File: src/rtl/num_ascii_serializer.sv
// Reads signed 32-bit integers from a RAM and streams them as ASCII decimal text,
// space-separated and newline-terminated, over a valid/ready byte interface.
module num_ascii_serializer #(
   parameter int unsigned DATA_WIDTH = 32,
   parameter int unsigned ADDR_WIDTH = 11
) (
   input  logic                  clk,
   input  logic                  rst,
   input  logic                  start,
   input  logic [ADDR_WIDTH:0]   count,
   output logic                  busy,
   output logic                  done,
   output logic [ADDR_WIDTH-1:0] rd_addr,
   input  logic [DATA_WIDTH-1:0] rd_data,
   output logic [7:0]            tx_data,
   output logic                  tx_valid,
   input  logic                  tx_ready
);

   typedef enum logic [2:0] {
      StIdle, StRdReq, StRdWait, StConv, StEmitSign, StEmitDig, StEmitSep, StFinish
   } state_e;

   localparam logic [ADDR_WIDTH:0] MaxCount = {1'b1, {ADDR_WIDTH{1'b0}}};

   state_e                state_q, state_d;
   logic [ADDR_WIDTH:0]   idx_q, idx_d;
   logic [ADDR_WIDTH:0]   count_q, count_d;
   logic [ADDR_WIDTH-1:0] rd_addr_q, rd_addr_d;
   logic                  neg_q, neg_d;
   logic [DATA_WIDTH-1:0] bin_q, bin_d;
   logic [9:0][3:0]       bcd_q, bcd_d;
   logic [4:0]            cnt_q, cnt_d;
   logic [3:0]            dig_q, dig_d;

   logic [8:0][3:0]       adj;
   logic [9:0][3:0]       bcd_step;
   logic [3:0]            msd_step;
   logic [ADDR_WIDTH:0]   idx_nxt;
   logic                  last_num;

   // One shift-add-3 step; the top digit never exceeds 4 so it needs no adjust.
   always_comb begin
      for (int i = 0; i < 9; i++) begin
         adj[i] = (bcd_q[i] >= 4'd5) ? bcd_q[i] + 4'd3 : bcd_q[i];
      end
      bcd_step = {bcd_q[9][2:0], adj, bin_q[DATA_WIDTH-1]};
      msd_step = '0;
      for (int i = 1; i < 10; i++) begin
         if (bcd_step[i] != 4'd0) msd_step = 4'(i);
      end
   end

   assign idx_nxt  = idx_q + 1'b1;
   assign last_num = (idx_nxt >= count_q);

   always_comb begin
      state_d   = state_q;
      idx_d     = idx_q;
      count_d   = count_q;
      rd_addr_d = rd_addr_q;
      neg_d     = neg_q;
      bin_d     = bin_q;
      bcd_d     = bcd_q;
      cnt_d     = cnt_q;
      dig_d     = dig_q;
      tx_valid  = 1'b0;
      tx_data   = 8'h00;
      unique case (state_q)
         StIdle: begin
            if (start) begin
               count_d = (count > MaxCount) ? MaxCount : count;
               idx_d   = '0;
               if (count == '0) begin
                  state_d = StFinish;
               end else begin
                  rd_addr_d = '0;
                  state_d   = StRdReq;
               end
            end
         end
         StRdReq: state_d = StRdWait;
         StRdWait: begin
            neg_d   = rd_data[DATA_WIDTH-1];
            bin_d   = rd_data[DATA_WIDTH-1] ? -rd_data : rd_data;
            bcd_d   = '0;
            cnt_d   = '0;
            state_d = StConv;
         end
         StConv: begin
            bin_d = {bin_q[DATA_WIDTH-2:0], 1'b0};
            bcd_d = bcd_step;
            cnt_d = cnt_q + 5'd1;
            if (cnt_q == 5'd31) begin
               dig_d   = msd_step;
               state_d = neg_q ? StEmitSign : StEmitDig;
            end
         end
         StEmitSign: begin
            tx_valid = 1'b1;
            tx_data  = 8'h2D;
            if (tx_ready) state_d = StEmitDig;
         end
         StEmitDig: begin
            tx_valid = 1'b1;
            tx_data  = 8'h30 + {4'h0, bcd_q[dig_q]};
            if (tx_ready) begin
               if (dig_q == 4'd0) state_d = StEmitSep;
               else               dig_d   = dig_q - 4'd1;
            end
         end
         StEmitSep: begin
            tx_valid = 1'b1;
            tx_data  = last_num ? 8'h0A : 8'h20;
            if (tx_ready) begin
               if (last_num) begin
                  state_d = StFinish;
               end else begin
                  idx_d     = idx_nxt;
                  rd_addr_d = idx_nxt[ADDR_WIDTH-1:0];
                  state_d   = StRdReq;
               end
            end
         end
         StFinish: state_d = StIdle;
         default:  state_d = StIdle;
      endcase
   end

   always_ff @(posedge clk) begin
      if (rst) begin
         state_q   <= StIdle;
         idx_q     <= '0;
         count_q   <= '0;
         rd_addr_q <= '0;
         neg_q     <= 1'b0;
         bin_q     <= '0;
         bcd_q     <= '0;
         cnt_q     <= '0;
         dig_q     <= '0;
      end else begin
         state_q   <= state_d;
         idx_q     <= idx_d;
         count_q   <= count_d;
         rd_addr_q <= rd_addr_d;
         neg_q     <= neg_d;
         bin_q     <= bin_d;
         bcd_q     <= bcd_d;
         cnt_q     <= cnt_d;
         dig_q     <= dig_d;
      end
   end

   assign busy    = (state_q != StIdle) && (state_q != StFinish);
   assign done    = (state_q == StFinish);
   assign rd_addr = rd_addr_q;

endmodule

File: config.mk
export PLATFORM = sky130hd
export DESIGN_NAME = num_ascii_serializer
export DESIGN_NICKNAME = d
export VERILOG_FILES = /design/src/rtl/num_ascii_serializer.sv
export SDC_FILE = /design/constraint.sdc
export NUM_CORES = 1
export LEC_CHECK = 0
export ABC_AREA = 0
export CAP_MARGIN = 20
export CORE_ASPECT_RATIO = 1.2
export CORE_MARGIN = 1
export CORE_UTILIZATION = 30
export CTS_CLUSTER_DIAMETER = 100
export CTS_CLUSTER_SIZE = 25
export DETAILED_ROUTE_END_ITERATION = 7
export GPL_ROUTABILITY_DRIVEN = 0
export SLEW_MARGIN = 20
export SYNTH_ARGS = -nofsm -noshare
export SYNTH_HDL_FRONTEND = slang
export SYNTH_SLANG_ARGS = --single-unit
export TNS_END_PERCENT = 30
File: constraint.sdc
create_clock -name clk -period 4.16 [get_ports clk]
set_input_delay 1.04 -clock clk [delete_from_list [all_inputs] [get_ports clk]]
set_output_delay 1.04 -clock clk [all_outputs]
set_load 0.02 [all_outputs]
==> results of run 1 <==
layout by cell type (no fill, tap or decap), types with 8 or more instances in the layout:
master             n
ha_1              33
nand2_1           33
buf_4             62
inv_1             51
clkdlybuf4s50_1   63
xor2_1            15
mux2i_1           14
nor2_1           102
a21oi_1           69
mux4_2             8
o22ai_1           11
a22oi_1           40
a222oi_1          16
nor4_1            10
o2bb2ai_1         12
nand3_1           21
dfxtp_1          115
nor3_1            19
nor3b_1           20
xnor2_1           28
clkbuf_16         17
a21o_1             8
nand2b_1          13
o21ai_0           39
critical path: cells and delay by family, from the launching register on:
kind | cells | cell delay [ps]
AO/OA/AOI/OAI | 6 | 1030
AND/OR/NAND/NOR | 4 | 590
buffers and inverters | 4 | 460
flip-flops | 1 | 320
adder cells (fa/ha/maj) | 1 | 200
XOR/XNOR | 1 | 130
power groups by stage:
stage / Combinational (mW) / Sequential [mW] / Clock, mW
final: 1.05 / 1.33 / 1.59
after global routing: 1.15 / 1.35 / 1.67
after CTS: 1.04 / 1.33 / 1.62
after detailed placement: 1.01 / 1.35 / 0
after global placement: 1.00 / 1.35 / 0
after floorplan: 0.678 / 1.31 / 0
metrics by stage:
step / std cells / TNS [ps] / hold slack (ps)
4_1_cts: 1283 / 0 / 463
3_5_place_dp: 1222 / -518 / 446
3_3_place_gp: 1222 / -267 / 443
6_report: 1284 / -27.0 / 457
5_1_grt: 1284 / -373 / 484
2_1_floorplan: 859 / 0 / 431
metal layers:
layer,vias to the layer above,part of all wire [%],global-route usage (%)
met5,-,0,0
met4,0,2.5,7.29
met3,35,3.6,3.65
met2,135,51,30.5
met1,3245,43,18.9
li1,3360,-,-
kinds of logic (layout without fill, tap and decap cells):
| logic type | count (synthesis) | in the layout | synth area share (%) |
|---|---|---|---|
| multiplexers | 25 | 25 | 4.93 |
| AND/OR/NAND/NOR | 265 | 265 | 18.9 |
| XOR/XNOR | 46 | 46 | 5.61 |
| buffers and inverters | 105 | 215 | 5.70 |
| other | 1 | 2 | 0.0523 |
| AO/OA/AOI/OAI | 261 | 261 | 25.2 |
| adder cells (fa/ha/maj) | 35 | 35 | 6.10 |
| flip-flops | 120 | 120 | 33.5 |
how the worst max path moves through the flow:
| stage | startpoint | cells past startpoint | slack [ps] | end |
|---|---|---|---|---|
| after floorplan | idx_q[2]$_SDFFE_PP0P_ | 13 | 240 | tx_data[5] |
| after global placement | idx_q[4]$_SDFFE_PP0P_ | 15 | -130 | tx_data[5] |
| after detailed placement | idx_q[4]$_SDFFE_PP0P_ | 15 | -220 | tx_data[5] |
| after CTS | idx_q[2]$_SDFFE_PP0P_ | 15 | 5 | tx_data[3] |
| after global routing | idx_q[4]$_SDFFE_PP0P_ | 16 | -150 | tx_data[3] |
| final | idx_q[4]$_SDFFE_PP0P_ | 16 | -30 | tx_data[3] |
state kept, by name, summed over array words and instances, names as in the netlist:
signal	flops
state_q	3
cnt_q	5
bcd_q	40
bin_q	32
dig_q	4
rd_addr	11
count_q	12
idx_q	12
neg_q	1
timing repair:
action	CTS	global route
pin swaps	7	11
resized for setup	23	24
endpoints found under the setup margin	3	5
buffers inserted	29	4
layout make-up:
| type | count | share of cell area [%] |
|---|---|---|
| clock inverter | 13 | 2.10 |
| clock buffer | 19 | 4.77 |
| timing repair buffer | 130 | 12.4 |
| tap | 315 | 4.24 |
| inverter | 53 | 2.14 |
| sequential | 120 | 25.9 |
| multi-input combinational | 634 | 48.4 |
==> flow_metrics.env, run 1 <==
export IMPL_status="complete, but fails checks"
export IMPL_violations="negative setup slack"
export IMPL_peakVddDrop_mv=0.229
export IMPL_switching_power_mw=1.29
export IMPL_remaining_drc_errors=0
export IMPL_r2r_cells=30
export IMPL_fin_crit_ps=4190
export IMPL_grt_overflow=0
export IMPL_synth_commonest_cells="dfxtp_1 (120), nor2_1 (103), a21oi_1 (72), inv_1 (52), clkbuf_1 (43)"
export IMPL_hpwl_um=13300
export IMPL_place_ws_ps=-217
export IMPL_ys_types=75
export IMPL_internal_power_mw=2.68
export IMPL_seqCellArea_um2=2410
export IMPL_power_total_mw=3.97
export IMPL_power_frac_clock_pct=40.0
export IMPL_max_cap_violations=0
export IMPL_rows=61
export IMPL_cp_max_fo=4
export IMPL_hold_path_class="reg2reg"
export IMPL_final_util_pct=39.8
export IMPL_ant_nets=0
export IMPL_seq_area_frac_synth_pct=33.5
export IMPL_placed_area_um2=8280
export IMPL_cp_cell_sequence="and3_4 -> and3_4 -> nand2_4 -> nor2_4 -> xnor2_2 -> buf_4 -> inv_2 -> ha_4 -> a21o_1 -> a21o_1 -> a211o_1 -> a21oi_2 -> buf_4 -> a21oi_2 -> o21a_1 -> buf_6"
export IMPL_rsz0062_at_grt="true"
export IMPL_cp_slowest_stage_delay_ps=320
export IMPL_synth_edf_count=0
export IMPL_dieArea_um2=24500
export IMPL_io_pins=70
export IMPL_critPathLaunchType="flop"
export IMPL_syn_avg_cell_area_um2=8.36
export IMPL_p_comb_share_pct=26.4
export IMPL_syn_inst=858
export IMPL_synth_area_leaders="dfxtp_1 (33%), ha_1 (6.1%), nor2_1 (5.4%), a21oi_1 (5.0%), a22oi_1 (4.2%)"
export IMPL_drt_vias_per_instance=5.28
export IMPL_seq_power_share_pct=33.6
export IMPL_worstPathArrival_ps=3150
export IMPL_clock_path_buffers=2
export IMPL_clock_skew_ps=7.12
export IMPL_hp_start="rd_addr[3]$_SDFFE_PP0P_"
export IMPL_async_reset_ff_share_pct=0
export IMPL_cts_tree="built"
export IMPL_reg2reg_to="idx_q[9]$_SDFFE_PP0P_"
export IMPL_power_leakage_nw=3.47
export IMPL_fin_nets=1039
export IMPL_io_buffers=67
export IMPL_setup_viol=1
export IMPL_syn_to_final_growth_pct=29.5
export IMPL_start_util_pct=30.7
export IMPL_p_per_area_nw_per_um2=428
export IMPL_synth_flop_cell="dfxtp_1"
export IMPL_coreArea_um2=23400
export IMPL_clock_latency_ps=420
export IMPL_cp_end_kind="primary output"
export IMPL_synth_top_cell_area_share_pct=33.5
export IMPL_dieHeight_um=171
export IMPL_tightestPinTransition_ps=1080
export IMPL_hold_buffers=0
export IMPL_clockRootBuffer="clkbuf_16"
export IMPL_fill_cells=2355
export IMPL_yosys_warnings=0
export IMPL_grt_use_total_pct=16.9
export IMPL_grt_max_degree=99
export IMPL_antenna_found_initial=0
export IMPL_crit_type="reg2out"
export IMPL_required_ps=3120
export IMPL_whs_endpoint="rd_addr[3]$_SDFFE_PP0P_"
export IMPL_fin_ws_ps=-27.0
export IMPL_syn_cell_area_um2=7180
export IMPL_cp_slowest_cell="dfxtp_2"
export IMPL_drt_iter0_drc=459
export IMPL_wirelength_um=19800
export IMPL_grt_pass1_vias=6647
export IMPL_drt_wirelength_per_cell_um=15.4
export IMPL_r2r_slack_ps=10
export IMPL_maxSlewViolCount=0
export IMPL_yosysMostFrequentCell="dfxtp_1"
export IMPL_cts_sinks=120
export IMPL_p_sw_share_pct=32.6
export IMPL_r2r_start="idx_q[4]$_SDFFE_PP0P_"
export IMPL_period_share_pct=101
export IMPL_finalHoldViolCount=0
export IMPL_drive_gt1_share_pct=15.4
export IMPL_numCtsBuffers=17
export IMPL_clk_pin_slew_ps=50
export IMPL_slew_headroom_pct=27.9
export IMPL_hold_depth=1
export IMPL_design_area_um2=9290
export IMPL_yosys_area_top_type="dfxtp_1"
export IMPL_max_freq_mhz=239
export IMPL_first_pass_iters=5
export IMPL_vias=6775
export IMPL_die_width_um=143
export IMPL_multi_input_area_um2=4500
export IMPL_grt_pass1_wl_um=32800
export IMPL_n_antenna_cell=0
export IMPL_htree_levels=4
export IMPL_synth_seq_cells=120
No activity file was read; power rests on OpenSTA's default activity.
==> run 2, diff against run 1 <==
--- a/config.mk
+++ b/config.mk
@@ -6,7 +6,7 @@
 export NUM_CORES = 1
 export LEC_CHECK = 0
 export ABC_AREA = 0
-export CAP_MARGIN = 20
+export CAP_MARGIN = 0
 export CORE_ASPECT_RATIO = 1.2
 export CORE_MARGIN = 1
 export CORE_UTILIZATION = 30
@@ -14,6 +14,7 @@
 export CTS_CLUSTER_SIZE = 25
 export DETAILED_ROUTE_END_ITERATION = 7
 export GPL_ROUTABILITY_DRIVEN = 0
+export GPL_TIMING_DRIVEN = 0
 export SLEW_MARGIN = 20
 export SYNTH_ARGS = -nofsm -noshare
 export SYNTH_HDL_FRONTEND = slang
==> run 2 against run 1 <==
The flow now finishes without violations. Global-route usage is 0.75 points higher. Sequential share of layout area is 0.79 points higher. Worst hold slack worse by 5.8 ps. Sequential cell count stayed put. Critical path type unchanged. Highest routed layer unchanged.
==> flow_metrics.env, run 2 (synthesis gave the netlist of run 1 again) <==
export IMPL_cts_sinks=120
export IMPL_remaining_drc_errors=0
export IMPL_p_per_area_nw_per_um2=424
export IMPL_largest_reg_flops=40
export IMPL_peakVddDrop_mv=0.186
export IMPL_period_share_pct=99.7
export IMPL_rows=61
export IMPL_drt_iter0_drc=509
export IMPL_dieArea_um2=24500
export IMPL_drt_vias_per_instance=5.32
export IMPL_power_frac_clock_pct=36.3
export IMPL_p_sw_share_pct=35.4
export IMPL_regMostFlops="bcd_q"
export IMPL_fin_crit_ps=4150
export IMPL_clock_latency_ps=430
export IMPL_numCtsBuffers=17
export IMPL_grt_max_degree=17
export IMPL_drt_wirelength_per_cell_um=16.2
export IMPL_holdWs_ps=451
export IMPL_slew_headroom_pct=47.6
export IMPL_n_antenna_cell=0
export IMPL_p_comb_share_pct=29.7
export IMPL_stdcell_count=1282
export IMPL_htree_levels=4
export IMPL_cp_end_kind="primary output"
export IMPL_tightestPinTransition_ps=776
export IMPL_grt_pass1_vias=6508
export IMPL_required_ps=3120
export IMPL_power_leakage_nw=3.28
export IMPL_drive_gt1_share_pct=11.1
export IMPL_status="finished clean"
export IMPL_io_buffers=65
export IMPL_wirelength_um=20700
export IMPL_rsz0062_at_grt="true"
export IMPL_max_freq_mhz=241
export IMPL_ant_nets=0
export IMPL_coreArea_um2=23400
export IMPL_mostFrequentLayoutCell="dfxtp_1"
export IMPL_syn_to_final_growth_pct=26.1
export IMPL_switching_power_mw=1.36
export IMPL_clk_pin_slew_ps=50
export IMPL_vias=6817
export IMPL_finalHoldViolCount=0
export IMPL_die_width_um=143
export IMPL_final_cell_mix="dfxtp_1 (112), nor2_1 (100), a21oi_1 (69)"
export IMPL_hold_path_class="reg2reg"
export IMPL_setup_viol=0
export IMPL_fin_nets=1039
export IMPL_clock_path_buffers=2
export IMPL_grt_use_total_pct=17.6
export IMPL_clockRootBuffer="clkbuf_16"
export IMPL_clock_skew_ps=10.2
export IMPL_hold_buffers=0
export IMPL_worstPathArrival_ps=3110
export IMPL_start_util_pct=30.7
export IMPL_grt_pass1_wl_um=33300
export IMPL_cts_tree="built"
export IMPL_cp_max_fo=4
export IMPL_critPathLaunchType="flop"
export IMPL_max_cap_violations=0
export IMPL_antenna_found_initial=0
export IMPL_grt_overflow=0
export IMPL_reg_top3="bcd_q: 40 flops, bin_q: 32 flops"
export IMPL_maxSlewViolCount=0
export IMPL_first_pass_iters=5
export IMPL_crit_type="reg2out"
export IMPL_place_inst=1239
export IMPL_internal_power_mw=2.48
export IMPL_hpwl_um=15400
export IMPL_io_pins=70
export IMPL_dieHeight_um=171
export IMPL_seq_power_share_pct=34.0
[run 2: cell count changes in the layout (fill, tap and decap cells not counted), sizes merged]
cell           delta
clkbuf           +44
clkinvlp          +1
inv               -1
buf              -43
clkdlybuf4s50     -1
bufinv            -3
clkinv            +1
[run 2: final cells by class]
cell class	count	area [um2]
buffer	52	211
clock buffer	19	453
clock inverter	11	101
fill	2409	14300
inverter	53	201
multi-input combinational	634	4520
sequential	120	2420
tap	315	394
timing repair buffer	78	749
[run 2: layer usage]
layer | up-vias | wire [um] | GRT usage (%)
met5 | - | 0 | 0
met4 | 0 | 583 | 8.04
met1 | 3280 | 8890 | 20.3
li1 | 3358 | - | -
met2 | 140 | 10500 | 31.4
met3 | 39 | 821 | 3.23
[run 2: what timing repair did]
item                                    4_1_cts  5_1_grt
buffers inserted                             12        1
gates resized for setup                      49       12
endpoints found under the setup margin        3        5
pin swaps                                    11       12
hold endpoints to repair                      0        0
[run 2: critical path, cell delays in order (launching register included)]
cell and delay [ps]:
dfxtp_2 330, and3_4 190, and3_4 220, nand2_4 60, nor2_4 110, xnor2_2 150, inv_2 70, ha_4 210
a21o_1 170, a21o_1 180, a211o_4 360, a21oi_4 190, a21oi_2 70, o21a_1 230, buf_6 140
[run 2: per-stage QoR]
stage	cell area (um2)	setup WS, ps	power [mW]	util (%)	setup TNS [ps]
2_1_floorplan	7180	241	1.99	-	0
3_3_place_gp	8220	-769	2.37	35.2	-2200
3_5_place_dp	8220	-784	2.37	35.2	-2240
4_1_cts	9020	5.11	3.84	38.6	0
5_1_grt	9050	-104	4.03	38.7	-205
6_report	9050	14.0	3.84	38.7	0
[run 2: final timing paths]
| check | start | endpoint | slack, ps | cells after the start |
|---|---|---|---|---|
| min | count_q[11]$_SDFFE_PP0P_ | count_q[11]$_SDFFE_PP0P_ | 450 | 2 |
| min reg2reg | count_q[11]$_SDFFE_PP0P_ | count_q[11]$_SDFFE_PP0P_ | 450 | 2 |
| max | idx_q[4]$_SDFFE_PP0P_ | tx_data[3] | 10 | 14 |
| max reg2reg | idx_q[4]$_SDFFE_PP0P_ | rd_addr[6]$_SDFFE_PP0P_ | 800 | 15 |
[run 2: power by group through the flow]
stage	Combinational (mW)	Clock (mW)	Sequential (mW)
after floorplan	0.678	0	1.31
after global placement	1.04	0	1.32
after detailed placement	1.05	0	1.33
after CTS	1.12	1.42	1.30
after global routing	1.24	1.48	1.31
final	1.14	1.39	1.30
==> variant (config.mk and constraints of run 2) <==
The parameter `DATA_WIDTH` goes from 32 to 64.
--- a/src/rtl/num_ascii_serializer.sv
+++ b/src/rtl/num_ascii_serializer.sv
@@ -2,5 +2,5 @@
 // space-separated and newline-terminated, over a valid/ready byte interface.
 module num_ascii_serializer #(
-   parameter int unsigned DATA_WIDTH = 32,
+   parameter int unsigned DATA_WIDTH = 64,
    parameter int unsigned ADDR_WIDTH = 11
 ) (
Ports: changed (resized rd_data); port bits go from 70 to 102. The function was not compared with the original's and may differ.
==> variant against run 2 <==
Via count up 49%. Routed wire length up 65%. Sequential cell count up 32. Worst setup slack better by 0.027 ns. Sequential share of layout area down 1.2 points. Area after synthesis up 37%. Cell area up 32%. Synthesized cell count up 45%. Combinational power up 18%. Hold slack about the same. Power up 20%. Clock skew down 0.0019 ns. First-iteration DRC count up 54%. Critical path type unchanged. Largest power group is now sequential cells.
==> variant: results (changes against run 2) <==
{
  "worstPathMaxFanout": {"value": 7, "change": "+3"},
  "synth-xor-area-share": {"value": 6.344, "unit": "%", "change": "+0.73 points"},
  "final_layout_size_suffix_gt1_share": {"value": 6.778, "unit": "%", "change": "-4.3 points"},
  "pre_cts_slack": {"value": -0.3102, "unit": "ns", "change": "+0.4734 ns"},
  "routed_wl": {"value": 34240, "unit": "µm", "change": "+65%"},
  "hold_end": "count_q[10]$_SDFFE_PP0P_",
  "post-dp-hpwl": {"value": 25540, "unit": "µm", "change": "+66%"},
  "via_count_of_the_first_global_routing_pass": {"value": 9749, "change": "+50%"},
  "place_area": {"value": 11300, "unit": "µm²", "change": "+37%"},
  "netlist-cell-type-count": {"value": 72, "change": "-4.0%"},
  "synth_fa_ha_area_share": {"value": 4.468, "unit": "%", "change": "-1.6 points"},
  "drt_first_iter_violations": {"value": 786, "change": "+54%"},
  "status": "complete, no violations",
  "port_buffers": {"value": 98, "change": "+51%"},
  "ir_worst_vdd": {"value": 0.2126, "unit": "mV", "change": "+14%"},
  "ff2ff_path_depth": {"value": 13, "change": "-2"},
  "finalWorstPathRequiredPeriod": {"value": 4.119, "unit": "ns", "change": "-0.02680 ns"},
  "syn_inst": {"value": 1242, "change": "+45%"},
  "wire_per_inst": {"value": 19.25, "unit": "µm", "change": "+19%"},
  "clock_insertion_delay_at_the_later_pin_of_the_skew_report": {"value": 0.45, "unit": "ns", "change": "+0.02 ns"},
  "path_delay_family": "simple AND/OR/NAND/NOR gates",
  "report.power.total": {"value": 4590, "unit": "µW", "change": "+20%"},
  "critical_path.max_stage_delay": {"value": 0.39, "unit": "ns", "change": "+0.03 ns"},
  "power.net_switching": {"value": 1696, "unit": "µW", "change": "+25%"},
  "slew_headroom": {"value": 34.79, "unit": "%", "change": "-13 points"},
  "detailroute.via_count": {"value": 10130, "change": "+49%"},
  "timing.critical_path.slowest_stage_cell": "dfxtp_2",
  "leakage": {"value": 0.004277, "unit": "µW", "change": "+30%"},
  "synth.cells.most_frequent": "dfxtp_1, nand2_1, a21oi_1, nor2_1, clkbuf_1",
  "post-cts-setup-buffers": {"value": 0, "change": "-12"},
  "dp_cells": {"value": 1748, "change": "+41%"},
  "synth-seq-area-share": {"value": 31.04, "unit": "%", "change": "-2.4 points"},
  "fillers": {"value": 3314, "change": "+38%"},
  "synth-compound-area-share": {"value": 25.34, "unit": "%", "change": "+0.12 points"},
  "final_core_utilization": {"value": 37.14, "unit": "%", "change": "-1.6 points"}
}
## variant: changes by cell type after synthesis, moves of 22 or more
cell      before  now
o31ai_1        4   29
nor2_1       103   78
o22ai_1       13   35
dfxtp_1      120  152
clkbuf_1      43   69
o21ai_0       39   66
a21oi_1       72  104
nand3_1       22   50
and3_1        10   42
o211ai_1       3   33
nand2_1       35  119
xor2_1        17   41
## variant: area by class of cell
class / instances / area share [%]
multi-input combinational: 958 / 52.73
sequential: 152 / 25.54
timing repair buffer: 99 / 8.212
tap: 407 / 4.263
clock buffer: 22 / 3.886
buffer: 81 / 2.807
inverter: 50 / 1.571
clock inverter: 10 / 0.9951
## variant: metal layers
| layer | part of all wire, % | vias to the layer above | global-route usage [%] |
|---|---|---|---|
| li1 | - | 4826 | - |
| met3 | 5.1 | 66 | 2.957 |
| met2 | 50 | 366 | 36.96 |
| met5 | 0.038 | - | 0 |
| met4 | 2.5 | 2 | 7.956 |
| met1 | 42 | 4866 | 24.52 |
